File: config.mk
export PLATFORM = sky130hd
export DESIGN_NAME = bus_router_flat
export DESIGN_NICKNAME = d
export VERILOG_FILES = /design/src/rtl/bus_router_if.sv /design/src/rtl/bus_router.sv /design/src/flat_wrapper.sv
export SDC_FILE = /design/constraint.sdc
export NUM_CORES = 1
export LEC_CHECK = 0
export BUFFER_PORTS_ARGS = -buffer_cell sky130_fd_sc_hd__buf_2
export CAP_MARGIN = 10
export CORE_MARGIN = 3
export CORE_UTILIZATION = 30
export DETAILED_ROUTE_END_ITERATION = 8
export GPL_TIMING_DRIVEN = 0
export PLACE_DENSITY = 0.73
export RECOVER_POWER = 50
export SETUP_SLACK_MARGIN = 0.05
export SLEW_MARGIN = 10
export SYNTH_ARGS = -nofsm -noshare
export SYNTH_HDL_FRONTEND = slang
export SYNTH_SLANG_ARGS = --single-unit
File: constraint.sdc
create_clock -name clock -period 4.21 [get_ports clock]
set_input_delay 0.421 -clock clock [delete_from_list [all_inputs] [get_ports clock]]
set_output_delay 0.421 -clock clock [all_outputs]
set_load 0.02 [all_outputs]
File: src/rtl/bus_router_if.sv
// -----------------------------------------------------------------------------
// bus_router_if
// Bundles the upstream request/response stream and the shared target-side bus
// of bus_router into one interface.
//
// Parameters:
//   NUM_SLAVES  number of target ports
//   DATA_WIDTH  data width; strobes are DATA_WIDTH/8 bits
//
// Modports:
//   master : the environment around the router. It drives the request stream
//            (memory_valid/instr/addr/wdata/wstrb) and the target responses
//            (slv_rdata/slv_ready). It observes everything else.
//   slave  : the router itself. It accepts the request stream, drives the
//            response (memory_rdata/ready/error) and the shared target bus.
// -----------------------------------------------------------------------------
interface bus_router_if #(
  parameter int NUM_SLAVES = 4,
  parameter int DATA_WIDTH = 32
);
  localparam int STRB_WIDTH = DATA_WIDTH / 8;

  // Upstream request / response
  logic                           memory_valid;
  logic                           memory_instr;
  logic [31:0]                    memory_addr;
  logic [DATA_WIDTH-1:0]          memory_wdata;
  logic [STRB_WIDTH-1:0]          memory_wstrb;
  logic [DATA_WIDTH-1:0]          memory_rdata;
  logic                           memory_ready;
  logic                           memory_error;

  // Target side: one-hot valid, shared request fields, per-target response
  logic [NUM_SLAVES-1:0]          slv_valid;
  logic                           slv_instr;
  logic [31:0]                    slv_addr;
  logic [DATA_WIDTH-1:0]          slv_wdata;
  logic [STRB_WIDTH-1:0]          slv_wstrb;
  logic [NUM_SLAVES*DATA_WIDTH-1:0] slv_rdata;
  logic [NUM_SLAVES-1:0]          slv_ready;

  modport master (
    output memory_valid, memory_instr, memory_addr, memory_wdata, memory_wstrb,
    output slv_rdata, slv_ready,
    input  memory_rdata, memory_ready, memory_error,
    input  slv_valid, slv_instr, slv_addr, slv_wdata, slv_wstrb
  );

  modport slave (
    input  memory_valid, memory_instr, memory_addr, memory_wdata, memory_wstrb,
    input  slv_rdata, slv_ready,
    output memory_rdata, memory_ready, memory_error,
    output slv_valid, slv_instr, slv_addr, slv_wdata, slv_wstrb
  );
endinterface

File: src/rtl/bus_router.sv
// -----------------------------------------------------------------------------
// bus_router
// Routes a single master request stream to NUM_SLAVES targets through a
// programmable address map. The request is registered onto a shared target
// bus, and routing stays locked to the selected target until it responds.
// Unmapped accesses are answered with an error response.
//
// Optional feature (macro BUS_TIMEOUT_EN): a watchdog that turns a target
// silent for TIMEOUT_CYCLES request/wait cycles into an error response.
//
// Ports:
//   clock  system clock
//   reset  asynchronous active-low reset
//   bus    bus_router_if.slave
//            memory_*  : request in (valid/instr/addr/wdata/wstrb),
//                        response out (rdata/ready/error)
//            slv_*     : one-hot slv_valid plus shared registered request
//                        fields out, packed per-target rdata/ready in
// -----------------------------------------------------------------------------
module bus_router #(
  parameter int                       NUM_SLAVES     = 4,
  parameter int                       DATA_WIDTH     = 32,
  parameter logic [NUM_SLAVES*32-1:0] SLV_BASE       = {32'h8000_0000, 32'h1000_0000,
                                                        32'h0200_0000, 32'h0000_0000},
  parameter logic [NUM_SLAVES*32-1:0] SLV_TOP        = {32'h9000_0000, 32'h1000_1000,
                                                        32'h0200_C000, 32'h0001_0000},
  parameter bit                       REBASE         = 1'b1,
  parameter int                       TIMEOUT_CYCLES = 1024
) (
  input logic       clock,
  input logic       reset,
  bus_router_if.slave bus
);

  localparam int STRB_WIDTH = DATA_WIDTH / 8;
  localparam int SEL_W      = (NUM_SLAVES > 1) ? $clog2(NUM_SLAVES) : 1;

  typedef enum logic [1:0] {
    IDLE,
    REQ,
    WAIT,
    ERR
  } state_t;

  state_t                  state;
  logic [SEL_W-1:0]        sel;
  // In ERR the first cycle is silent; err_resp marks the response cycle.
  logic                    err_resp;

  logic [NUM_SLAVES-1:0]   slv_valid_q;
  logic                    slv_instr_q;
  logic [31:0]             slv_addr_q;
  logic [DATA_WIDTH-1:0]   slv_wdata_q;
  logic [STRB_WIDTH-1:0]   slv_wstrb_q;

`ifdef BUS_TIMEOUT_EN
  logic [15:0]             tmo_cnt;
`else
  // Watchdog limit has no consumer in this build.
  logic                    unused_timeout;
  assign unused_timeout = ^32'(TIMEOUT_CYCLES);
`endif

  // ---------------------------------------------------------------------------
  // Address decode. Scanning from the top index down lets the lowest matching
  // index overwrite the others, so it wins on overlapping windows.
  // ---------------------------------------------------------------------------
  logic                    hit;
  logic [SEL_W-1:0]        hit_idx;
  logic [NUM_SLAVES-1:0]   hit_onehot;
  logic [31:0]             hit_base;
  logic [31:0]             fwd_addr;

  always_comb begin
    // NOTE: every variable gets a default before any branch, otherwise a
    // path that skips the assignment infers a latch.
    hit        = 1'b0;
    hit_idx    = '0;
    hit_base   = '0;
    hit_onehot = '0;
    for (int i = NUM_SLAVES - 1; i >= 0; i--) begin
      if (bus.memory_addr >= SLV_BASE[32*i +: 32] &&
          bus.memory_addr <  SLV_TOP[32*i +: 32]) begin
        hit      = 1'b1;
        hit_idx  = SEL_W'(i);
        hit_base = SLV_BASE[32*i +: 32];
      end
    end
    hit_onehot[hit_idx] = hit;
    // Subtraction wraps modulo 2^32 by construction.
    fwd_addr = REBASE ? (bus.memory_addr - hit_base) : bus.memory_addr;
  end

  // ---------------------------------------------------------------------------
  // Control FSM and registered target bus.
  // ---------------------------------------------------------------------------
  always_ff @(posedge clock or negedge reset) begin
    // NOTE: all state is updated with non-blocking assignments so every flop
    // samples pre-edge values regardless of statement order.
    if (!reset) begin
      state       <= IDLE;
      sel         <= '0;
      err_resp    <= 1'b0;
      slv_valid_q <= '0;
      slv_instr_q <= 1'b0;
      slv_addr_q  <= '0;
      slv_wdata_q <= '0;
      slv_wstrb_q <= '0;
`ifdef BUS_TIMEOUT_EN
      tmo_cnt     <= '0;
`endif
    end else begin
      case (state)
        IDLE: begin
          // Requests are only accepted here; anything arriving in another
          // state is a protocol violation and is dropped.
          if (bus.memory_valid) begin
            if (hit) begin
              sel         <= hit_idx;
              slv_valid_q <= hit_onehot;
              slv_instr_q <= bus.memory_instr;
              slv_addr_q  <= fwd_addr;
              slv_wdata_q <= bus.memory_wdata;
              slv_wstrb_q <= bus.memory_wstrb;
`ifdef BUS_TIMEOUT_EN
              tmo_cnt     <= '0;
`endif
              state       <= REQ;
            end else begin
              state       <= ERR;
            end
          end
        end

        REQ, WAIT: begin
          slv_valid_q <= '0;
          // A ready from the selected target takes priority over expiry.
          if (bus.slv_ready[sel]) begin
            state <= IDLE;
`ifdef BUS_TIMEOUT_EN
          end else if (tmo_cnt == 16'(TIMEOUT_CYCLES - 1)) begin
            state <= ERR;
          end else begin
            tmo_cnt <= tmo_cnt + 16'd1;
            state   <= WAIT;
`else
          end else begin
            state <= WAIT;
`endif
          end
        end

        ERR: begin
          if (!err_resp) begin
            err_resp <= 1'b1;
          end else begin
            err_resp <= 1'b0;
            state    <= IDLE;
          end
        end

        default: state <= IDLE;
      endcase
    end
  end

  // ---------------------------------------------------------------------------
  // Response path. While a target is selected its ready/rdata pass straight
  // through so the router adds no response latency; all other targets'
  // strobes never reach the master.
  // ---------------------------------------------------------------------------
  logic                  mem_ready;
  logic                  mem_error;
  logic [DATA_WIDTH-1:0] mem_rdata;

  always_comb begin
    mem_ready = 1'b0;
    mem_error = 1'b0;
    mem_rdata = '0;
    case (state)
      REQ, WAIT: begin
        mem_ready = bus.slv_ready[sel];
        mem_rdata = bus.slv_rdata[sel*DATA_WIDTH +: DATA_WIDTH];
      end
      ERR: begin
        mem_ready = err_resp;
        mem_error = err_resp;
      end
      default: ;
    endcase
  end

  assign bus.memory_ready = mem_ready;
  assign bus.memory_error = mem_error;
  assign bus.memory_rdata = mem_rdata;

  assign bus.slv_valid    = slv_valid_q;
  assign bus.slv_instr    = slv_instr_q;
  assign bus.slv_addr     = slv_addr_q;
  assign bus.slv_wdata    = slv_wdata_q;
  assign bus.slv_wstrb    = slv_wstrb_q;

endmodule

File: src/flat_wrapper.sv
// flat-port wrapper written by rule: the top's interface ports become plain ports
module bus_router_flat 
#(
  parameter int                       NUM_SLAVES     = 4,
  parameter int                       DATA_WIDTH     = 32,
  parameter logic [NUM_SLAVES*32-1:0] SLV_BASE       = {32'h8000_0000, 32'h1000_0000,
                                                        32'h0200_0000, 32'h0000_0000},
  parameter logic [NUM_SLAVES*32-1:0] SLV_TOP        = {32'h9000_0000, 32'h1000_1000,
                                                        32'h0200_C000, 32'h0001_0000},
  parameter bit                       REBASE         = 1'b1,
  parameter int                       TIMEOUT_CYCLES = 1024
)
  (clock, reset, bus_memory_valid, bus_memory_instr, bus_memory_addr, bus_memory_wdata, bus_memory_wstrb, bus_slv_rdata, bus_slv_ready, bus_memory_rdata, bus_memory_ready, bus_memory_error, bus_slv_valid, bus_slv_instr, bus_slv_addr, bus_slv_wdata, bus_slv_wstrb);
  bus_router_if #(.NUM_SLAVES(NUM_SLAVES), .DATA_WIDTH(DATA_WIDTH)) bus_i ();
  input logic clock;
  input logic reset;
  input wire logic [$bits(bus_i.memory_valid)-1:0] bus_memory_valid;
  input wire logic [$bits(bus_i.memory_instr)-1:0] bus_memory_instr;
  input wire logic [$bits(bus_i.memory_addr)-1:0] bus_memory_addr;
  input wire logic [$bits(bus_i.memory_wdata)-1:0] bus_memory_wdata;
  input wire logic [$bits(bus_i.memory_wstrb)-1:0] bus_memory_wstrb;
  input wire logic [$bits(bus_i.slv_rdata)-1:0] bus_slv_rdata;
  input wire logic [$bits(bus_i.slv_ready)-1:0] bus_slv_ready;
  output wire logic [$bits(bus_i.memory_rdata)-1:0] bus_memory_rdata;
  output wire logic [$bits(bus_i.memory_ready)-1:0] bus_memory_ready;
  output wire logic [$bits(bus_i.memory_error)-1:0] bus_memory_error;
  output wire logic [$bits(bus_i.slv_valid)-1:0] bus_slv_valid;
  output wire logic [$bits(bus_i.slv_instr)-1:0] bus_slv_instr;
  output wire logic [$bits(bus_i.slv_addr)-1:0] bus_slv_addr;
  output wire logic [$bits(bus_i.slv_wdata)-1:0] bus_slv_wdata;
  output wire logic [$bits(bus_i.slv_wstrb)-1:0] bus_slv_wstrb;
  assign bus_i.memory_valid = bus_memory_valid;
  assign bus_i.memory_instr = bus_memory_instr;
  assign bus_i.memory_addr = bus_memory_addr;
  assign bus_i.memory_wdata = bus_memory_wdata;
  assign bus_i.memory_wstrb = bus_memory_wstrb;
  assign bus_i.slv_rdata = bus_slv_rdata;
  assign bus_i.slv_ready = bus_slv_ready;
  assign bus_memory_rdata = bus_i.memory_rdata;
  assign bus_memory_ready = bus_i.memory_ready;
  assign bus_memory_error = bus_i.memory_error;
  assign bus_slv_valid = bus_i.slv_valid;
  assign bus_slv_instr = bus_i.slv_instr;
  assign bus_slv_addr = bus_i.slv_addr;
  assign bus_slv_wdata = bus_i.slv_wdata;
  assign bus_slv_wstrb = bus_i.slv_wstrb;
  bus_router #(.NUM_SLAVES(NUM_SLAVES), .DATA_WIDTH(DATA_WIDTH), .SLV_BASE(SLV_BASE), .SLV_TOP(SLV_TOP), .REBASE(REBASE), .TIMEOUT_CYCLES(TIMEOUT_CYCLES)) u_core (.clock(clock), .reset(reset), .bus(bus_i));
endmodule
==> results.yml <==
timing:
  tightest_slew_ps: 1680
  finalHoldViolations: 0
  worst_slack_ps: 1360
  min_period_ps: 2850
  post-route-period-util_pct: 67.6
  finalSetupTns_ps: 0
  clock_skew_ps: 13.6
  finalSetupViolCount: 0
  fmax_ghz: 0.351
  drv_slew: 31
  slew_headroom_pct: -12.1
  rsz0062_at_grt: "false"
critical_path:
  crit_start: "u_core.sel[0]"
  critPathMaxStageDelay_ps: 560
  r2r-start: "u_core.state[0]"
  ff2ff_setup_slack_ps: 2170
  crit_path_frequent_cell: "buf_2"
  arrival_ps: 2430
  slowest_stage: "mux4_2"
  worstPathRequired_ps: 3790
  path_buf_inv: 3
  endpoint: "bus_memory_rdata[12]"
  rr_endpoint: "u_core.bus.slv_addr[11]"
  endpoint_kind: "output pin"
  crit_fanout: 10
  cp_top_family: "buffers and inverters"
  path_class: "flop to output pin"
  r2r.worst_path.cells: 7
  critPathLaunchType: "flop"
  cp_cell_sequence: "clkbuf_1 -> buf_2 -> mux4_2 -> and2_1 -> buf_2"
  path_depth: 5
cts:
  clkTransAtPathRegs_ps: 70
  cts_sinks: 78
  postCtsSetupRepairBufs: 0
  cts_tree: "built"
  cts_resized: 0
  ctsHoldBuffers: 0
  clk_latency_ps: 340
  htree_levels: 3
  cts_buffers: 9
  cts_buffer_depth: 2
  root_buffer: "clkbuf_16"
die:
  initial_core_util_pct: 31.3
  die-area_um2: 17000
  design.core.area_um2: 14800
  chipHeight_um: 130
  die_w_um: 130
  row_count: 44
  io_pins: 311
yosys:
  synth-edff-count: 0
  yosysWarnings: 0
  synth.most_common_cell: "dfrtp_1"
  ys_async_sr_fraction_pct: 100
  synth.avg_cell_area_um2: 14.4
  synth_area_um2: 4630
  synth_cells: 322
  synth_seq_cells: 78
  synthTopCellsByArea: "dfrtp_1 42%, mux2_4 21%, mux4_2 16%"
  synth.distinct_cells: 36
  seq_area_frac_synth_pct: 42.1
  yosysTopAreaCellShare_pct: 42.1
  yosysTopAreaCell: "dfrtp_1"
  synth_nets: 532
  ys_dominant_reg_cell: "dfrtp_1"
  synth_common_cells: "78 x dfrtp_1, 66 x mux2_4, 33 x and2_1, 33 x mux4_2"
detailed_routing:
  drt-initial-drc-count: 214
  vias_per_cell: 4.70
  wl_per_cell_um: 18.5
  drt-met1-wl_mm: 6.59
  met2WireLength_mm: 7.51
  dr.pass1.iters: 4
  drc_errors: 0
  ant_nets: 0
  routed.top_layer: "met5"
  wl_mm: 15.4
  wl_met3_um: 998
  route.vias.total: 3908
layout:
  nets: 853
  layout-area-overhead-vs-synth_pct: 44.7
  drive_gt1_share_pct: 60.2
  antenna_cells: 0
placement:
  place_ws_ps: 1130
  gp_congestion: 0.834
  portBuffers: 309
  hpwl_mm: 12.8
grt:
  track_usage_pct: 17.0
  grt_max_degree: 49
  grt_pass1_wl_mm: 22.0
  grt_remaining_overflow: 0
  grt_pass1_vias: 3947
  antenna_found_initial: 2
flow_run:
  max_cap_viol_count: 1
power_and_ir_drop:
  powerDensity_nw_per_um2: 647
  irDropWorstVdd_mv: 0.307
  p_leak_nw: 3.60
outcome:
  status: "finished, violations left"
  violations: "capacitance limit, slew limit"
hold_path:
  hp-class: "input pin to flop"
[registers in the layout, summed over array words and instances, names as in the netlist]
register,flops
u_core.sel,2
u_core.bus.slv_wdata,32
u_core.state,2
u_core.bus.slv_wstrb,4
u_core.bus.slv_valid,4
u_core.err_resp,1
u_core.bus.slv_addr,32
u_core.bus.slv_instr,1
[kinds of logic after synthesis]
family | count (synthesis) | synth area share [%]
adders and majority gates | 6 | 1.62
buffers and inverters | 34 | 4.43
DFF | 78 | 42.1
AOI/OAI and AO/OA | 22 | 3.38
and+or+nand+nor | 74 | 9.16
xor gates and xnor gates | 4 | 0.756
muxes | 104 | 38.5
[how the worst min path moves through the flow]
stage	start	end	slack (ps)	cells past startpoint
6_report	bus_memory_wdata[30]	u_core.bus.slv_wdata[30]	320	2
5_1_grt	bus_memory_wdata[23]	u_core.bus.slv_wdata[23]	300	2
4_1_cts	reset	u_core.bus.slv_wdata[27]	20	1
3_5_place_dp	reset	u_core.bus.slv_wdata[28]	390	1
3_3_place_gp	u_core.err_resp	u_core.err_resp	470	1
2_1_floorplan	reset	u_core.bus.slv_addr[0]	130	0
[layer usage]
metal,vias up,track usage [%]
met3,20,3.52
met5,-,0
met1,1907,23.9
li1,1830,-
met2,147,26.9
met4,4,4.58
[layout make-up]
| class | count | area (µm²) |
|---|---|---|
| multi-input cells | 210 | 2470 |
| fillers | 1405 | 8110 |
| clock buffers | 9 | 225 |
| clock inverters | 7 | 105 |
| repair buffers | 310 | 1510 |
| well taps | 184 | 230 |
| inverters | 13 | 48.8 |
| plain buffers | 21 | 156 |
| flip-flops and latches | 78 | 1950 |
[power breakdown]
group          total (W)  leakage [nW]  internal, W  switching, W
logic            0.00218          2.44     0.000920       0.00126
registers        0.00130          1.00      0.00109      0.000203
clock network   0.000862         0.159     0.000529      0.000333
total            0.00434          3.60      0.00254       0.00179
[stage by stage]
step	hold slack [ps]	util [%]	cells	total power, W	instance area, µm²
after floorplan	125	-	322	0.00274	4630
after global placement	471	43.3	815	0.00351	6410
after detailed placement	386	43.5	816	0.00356	6440
after CTS	18.2	45.7	832	0.00445	6770
after global routing	301	45.2	832	0.00459	6700
final	316	45.2	832	0.00434	6700
[worst register-to-register path: cells and delay by family, from the launching register on]
kind            cells  cell delay (ps)
compound gates      1              440
flops               1              350
buf+inv             2              330
mux                 1              320
fa+ha+maj           1              260
simple gates        2              200
[layout by cell type (no fill, tap or decap), types with 3 or more instances in the layout]
master	netlist	layout
inv_1	13	13
o21ai_0	6	6
mux2i_1	5	5
mux4_2	33	33
clkbuf_1	8	61
nand2_1	13	13
nor4_1	4	4
nor2_1	7	7
nand4_1	3	3
buf_2	3	259
nand3_1	4	4
buf_6	7	7
ha_1	6	6
nor2b_1	3	3
xor2_1	4	4
nor3_1	3	3
dfrtp_1	78	78
and2_1	33	33
clkbuf_16	0	9
mux2_4	66	66
a21oi_1	4	4
Power figures use the tool's default switching activity.
